[config.mk]
export PLATFORM = sky130hd
export DESIGN_NAME = single_port_lutram_arbiter
export DESIGN_NICKNAME = d
export VERILOG_FILES = /design/src/rtl/single_port_lutram_arbiter.sv
export SDC_FILE = /design/constraint.sdc
export NUM_CORES = 1
export LEC_CHECK = 0
export CORE_AREA = 2 2 160 162
export CTS_CLUSTER_SIZE = 20
export DETAILED_ROUTE_END_ITERATION = 6
export DIE_AREA = 0 0 162 164
export SETUP_SLACK_MARGIN = 0.2
export SYNTH_ARGS = -nofsm -noshare
export SYNTH_HDL_FRONTEND = slang
export SYNTH_SLANG_ARGS = --single-unit
[constraint.sdc]
create_clock -name clk_in -period 1.54 [get_ports clk_in]
set_input_delay 0.308 -clock clk_in [delete_from_list [all_inputs] [get_ports clk_in]]
set_output_delay 0.308 -clock clk_in [all_outputs]
set_load 0.05 [all_outputs]
[src/rtl/single_port_lutram_arbiter.sv]
// single_port_lutram_arbiter
// Shares one single-port LUT RAM between two requesters. After reset every set
// is zero-filled, then commands are granted round-robin over a valid/ready
// handshake. Read data comes back exactly one cycle after the grant.
module single_port_lutram_arbiter #(
  parameter int SINGLE_ENTRY_SIZE_IN_BITS = 64,
  parameter int NUMBER_SET                = 64,
  parameter int SET_PTR_WIDTH_IN_BITS     = $clog2(NUMBER_SET)
) (
  input  logic                                 clk_in,
  input  logic                                 reset_in,
  output logic                                 init_done_out,

  input  logic                                 req0_valid_in,
  output logic                                 req0_ready_out,
  input  logic                                 req0_write_in,
  input  logic [SET_PTR_WIDTH_IN_BITS-1:0]     req0_addr_in,
  input  logic [SINGLE_ENTRY_SIZE_IN_BITS-1:0] req0_data_in,
  output logic                                 resp0_valid_out,
  output logic [SINGLE_ENTRY_SIZE_IN_BITS-1:0] resp0_data_out,

  input  logic                                 req1_valid_in,
  output logic                                 req1_ready_out,
  input  logic                                 req1_write_in,
  input  logic [SET_PTR_WIDTH_IN_BITS-1:0]     req1_addr_in,
  input  logic [SINGLE_ENTRY_SIZE_IN_BITS-1:0] req1_data_in,
  output logic                                 resp1_valid_out,
  output logic [SINGLE_ENTRY_SIZE_IN_BITS-1:0] resp1_data_out,

  output logic                                 ram_access_en_out,
  output logic                                 ram_write_en_out,
  output logic [SET_PTR_WIDTH_IN_BITS-1:0]     ram_addr_out,
  output logic [SINGLE_ENTRY_SIZE_IN_BITS-1:0] ram_write_entry_out,
  input  logic [SINGLE_ENTRY_SIZE_IN_BITS-1:0] ram_read_entry_in
);

  localparam int SESB = SINGLE_ENTRY_SIZE_IN_BITS;
  localparam int SPW  = SET_PTR_WIDTH_IN_BITS;
  localparam logic [SPW-1:0] LAST_SET = SPW'(NUMBER_SET - 1);

  typedef enum logic {
    ST_INIT = 1'b0,
    ST_ARB  = 1'b1
  } state_t;

  state_t         state_q, state_d;
  logic [SPW-1:0] cnt_q, cnt_d;
  logic           rr_q, rr_d;
  logic           init_done_q, init_done_d;
  logic           pend0_q, pend0_d;
  logic           pend1_q, pend1_d;

  logic gnt0, gnt1, contended;

  // Combinational grant: a lone requester wins, a tie goes to the rr pointer.
  always_comb begin
    contended = 1'b0;
    gnt0      = 1'b0;
    gnt1      = 1'b0;
    if (state_q == ST_ARB) begin
      contended = req0_valid_in & req1_valid_in;
      gnt0      = req0_valid_in & (~req1_valid_in | ~rr_q);
      gnt1      = req1_valid_in & (~req0_valid_in |  rr_q);
    end
  end

  assign req0_ready_out = gnt0;
  assign req1_ready_out = gnt1;

  // RAM control: zero-fill writes during INIT, the winner's command in ARB.
  // Held quiet while reset is asserted even though the state already reads INIT.
  always_comb begin
    ram_access_en_out   = 1'b0;
    ram_write_en_out    = 1'b0;
    ram_addr_out        = '0;
    ram_write_entry_out = '0;
    if (reset_in) begin
      if (state_q == ST_INIT) begin
        ram_access_en_out = 1'b1;
        ram_write_en_out  = 1'b1;
        ram_addr_out      = cnt_q;
      end else if (gnt0) begin
        ram_access_en_out   = 1'b1;
        ram_write_en_out    = req0_write_in;
        ram_addr_out        = req0_addr_in;
        ram_write_entry_out = req0_data_in;
      end else if (gnt1) begin
        ram_access_en_out   = 1'b1;
        ram_write_en_out    = req1_write_in;
        ram_addr_out        = req1_addr_in;
        ram_write_entry_out = req1_data_in;
      end
    end
  end

  // Next-state logic for the fill counter, FSM, rr pointer and read tracking.
  always_comb begin
    state_d     = state_q;
    cnt_d       = cnt_q;
    rr_d        = rr_q;
    init_done_d = init_done_q;
    pend0_d     = 1'b0;
    pend1_d     = 1'b0;
    case (state_q)
      ST_INIT: begin
        cnt_d = cnt_q + SPW'(1);
        if (cnt_q == LAST_SET) begin
          cnt_d       = '0;
          state_d     = ST_ARB;
          init_done_d = 1'b1;
        end
      end
      default: begin
        // Only a contended grant moves the pointer, away from the winner.
        if (contended) begin
          rr_d = ~gnt1;
        end
        pend0_d = gnt0 & ~req0_write_in;
        pend1_d = gnt1 & ~req1_write_in;
      end
    endcase
  end

  // State registers; async reset restarts the fill and drops in-flight reads.
  always_ff @(posedge clk_in or negedge reset_in) begin
    if (!reset_in) begin
      state_q     <= ST_INIT;
      cnt_q       <= '0;
      rr_q        <= 1'b0;
      init_done_q <= 1'b0;
      pend0_q     <= 1'b0;
      pend1_q     <= 1'b0;
    end else begin
      state_q     <= state_d;
      cnt_q       <= cnt_d;
      rr_q        <= rr_d;
      init_done_q <= init_done_d;
      pend0_q     <= pend0_d;
      pend1_q     <= pend1_d;
    end
  end

  assign init_done_out   = init_done_q;
  assign resp0_valid_out = pend0_q;
  assign resp1_valid_out = pend1_q;
  assign resp0_data_out  = pend0_q ? ram_read_entry_in : {SESB{1'b0}};
  assign resp1_data_out  = pend1_q ? ram_read_entry_in : {SESB{1'b0}};

endmodule

==> reports/metrics.csv <==
stage,metric,value,unit
outcome,run status,"finished, violations left",
outcome,violated checks,setup timing,
yosys,mean cell area of the mapped netlist,7.46,um^2
sta,final clock period utilization by the worst path,131,%
sta,worst slew margin relative to its limit,84.3,%
yosys,number of nets produced by synthesis,503,
setup_path,Setup crit end kind,primary output,
floorplan,Die ar.,26600,um^2
yosys,prevailing post-synth register cell,dfrtp_1,
placed_design,DPL Wire Length,15400,um
clocking,TritonCTS clock tree,done,
global_routing,wire length of the first global-routing pass,27900,um
placed_design,Worst Setup Slack post-DPL,-668,ps
detailed_routing,Iteration-0 DRC Markers,101,
floorplan,vertical die dimension,164,um
setup_path,Reg-to-Reg Start,state_q,
sta,final-layout setup total negative slack,-47720,ps
layout,Sequential cell area,282,um^2
detailed_routing,Post-Route WL,19300,um
setup_path,CP Class,flip-flop to primary output,
layout,"leading cell type in the layout, fill and taps excluded",buf_12,
sta,Worst Tran Pin Value,235,ps
layout,count of fill cells added during filler insertion,2258,
placed_design,placed insts,1041,
layout,post-route non-filler standard cell count,1089,
layout,most frequent cells in the layout,"buf_12, clkdlybuf4s50_1, and2_4, a22o_4, buf_4",
setup_path,Worst setup startpoint,rr_q,
yosys,Syn Std Cell Area,2180,um^2
sta,Max Freq,497,MHz
yosys,total of warnings raised by yosys,0,
setup_path,required time at the endpoint of the critical path,1230,ps
clocking,number of H-tree levels,1,
layout,number of nets in the finished design,971,
sta,final setup fails,203,
floorplan,io pins,415,
detailed_routing,count of TritonRoute iterations in the first routing pass,4,
placed_design,input/output buffers,414,
yosys,synthesized flop and latch total,11,
setup_path,CP Data Arrival Time,1700,ps
sta,number of failing hold endpoints at the final stage,0,
sta,RSZ-0062 raised after global routing,yes,
layout,layout-stage area growth over the synthesis result,401,%
pwr,maximum resistive drop on vdd,0.000241,V
detailed_routing,vias post-DR,4158,
clocking,CTS buffer count,3,
setup_path,reg-to-reg critical path endpoint,cnt_q[5],
yosys,count of different cell masters after synthesis,31,
detailed_routing,remaining routing DRC violations,0,
layout,footprint of the multi-input gates,2670,um^2
clocking,clock tree sinks,11,
sta,least setup slack across all paths after layout,-471,ps
setup_path,Setup crit end,ram_write_entry_out[48],
yosys,proportion of synthesized flip-flops having asynchronous set or reset,100,%
setup_path,setup slack of the worst register-to-register path,160,ps
pwr,leakage power summed over all cells,4.60,nW
floorplan,Site Rows,58,
detailed_routing,Routed WL per cell,17.7,um
sta,hold slack final,184,ps
floorplan,core footprint,24800,um^2
layout,n_diodes,0,
clocking,CTS root buffer,clkbuf_16,
clocking,maximum buffer depth of the clock tree,2,
clocking,"Clk pin slew, worst setup/hold paths",50,ps
layout,final cell area excluding filler cells,10900,um^2
placed_design,global placement routability congestion,0.724,
floorplan,Starting Density,8.78,%
sta,Final Critical Period,2010,ps
job,Max-cap violations,0,
detailed_routing,antenna-violating nets left,0,
global_routing,antenna violations before repair,0,
global_routing,total overflow reported by the global router,0,
global_routing,largest net degree at the start of global routing,16,
yosys,post-synthesis sequential area ratio,12.6,%
setup_path,startpoint type of the worst setup path,flip-flop,
pwr,"sum of internal, switching and leakage power",1.54,mW
layout,ratio of cells with drive above 1 in the final layout,66.8,%
global_routing,number of global-route vias before repair,4470,
floorplan,Chip Width,162,um
global_routing,Total GRT Usage,13.7,%
worst_hold_path,type of the most critical hold path,primary input to asynchronous set/reset pin,
sta,clock skew,5.06,ps
clocking,source-to-sink clock delay at the later pin of the worst-skew pair,240,ps
detailed_routing,vias per cell,3.82,
setup_path,depth of the worst register-to-register path,6,
placed_design,placed inst area,9830,um^2
yosys,number of instances in the synthesized netlist,292,
sta,Pins Over Slew Limit,0,
setup_path,biggest fanout along the worst timing path,14,
pwr,Pwr Density,141,nW/um^2
layout,final design utilization,44.0,%
yosys,Post-synth EDFFs,0,
## flip-flops by register name, summed over array words and instances, names as in the netlist
name,count
cnt_q,6
init_done_out,1
resp0_valid_out,1
resp1_valid_out,1
rr_q,1
state_q,1
## layer usage
| metal | share of wire [%] | wire [um] | track usage, % | vias to the layer above |
|---|---|---|---|---|
| met5 | 0 | 0 | 0 | - |
| met4 | 1.2 | 237 | 2.70 | 0 |
| met3 | 9.2 | 1770 | 3.96 | 10 |
| met2 | 54 | 10500 | 26.3 | 243 |
| met1 | 35 | 6790 | 14.8 | 1932 |
| li1 | - | - | - | 1973 |
## worst min-delay path by stage
| stage | end | slack [ps] | cells past startpoint |
|---|---|---|---|
| after floorplan | cnt_q[0] | 10 | 0 |
| after global placement | rr_q | 510 | 1 |
| after detailed placement | rr_q | 510 | 1 |
| after CTS | rr_q | 190 | 2 |
| after global routing | rr_q | 220 | 2 |
| final | rr_q | 180 | 2 |
## power breakdown
| part | switching [mW] | internal [mW] |
|---|---|---|
| combinational | 0.221 | 0.528 |
| sequential | 0 | 0.290 |
| clock | 0.151 | 0.350 |
| total | 0.373 | 1.17 |
## Yosys cell counts (all sizes together) (2+ instances only)
master    n  share of area, %
nand2b    2              0.57
nor2b     2              0.57
o21ai     6               1.4
and2    133                38
a21boi    2              0.86
a22o     64                26
xnor2     3               1.2
nand3b    2              0.69
clkbuf   17               3.0
nand3     3              0.69
nand2     9               1.5
inv       3              0.52
a221o     4               1.8
nor2      2              0.34
dfrtp    11                13
a31oi     2              0.57
and3      2              0.57
buf      15               5.2
## logic make-up (layout without fill, tap and decap cells)
family,Yosys count,count (layout),share of synthesized area (%)
xor gates and xnor gates,3,3,1.21
AOI/OAI and AO/OA,83,83,32.3
adders and majority gates,1,1,0.574
DFF,11,11,12.6
and+or+nand+nor,159,159,44.7
buffers and inverters,35,502,8.67
## repair_timing
action	CTS	global route
endpoints found under the setup margin	206	206
resized for setup	80	9
setup buffers	21	5
hold buffers	0	0
pin swaps	21	3
cloned	18	0
## worst max-delay path, stage by stage, from the launching register on
cell and delay (ps):
dfrtp_1 400, nand2b_4 150, and4_4 180, buf_12 150, buf_12 150, a22o_4 260, buf_12 150
## layout make-up
type / instances / area share, %
Clock buffer: 4 / 0.722
Inverter: 3 / 0.126
Multi-Input combinational cell: 246 / 24.5
Sequential cell: 11 / 2.58
Tap cell: 330 / 3.78
Timing Repair Buffer: 495 / 68.3
(Power assumes the default switching activity.)
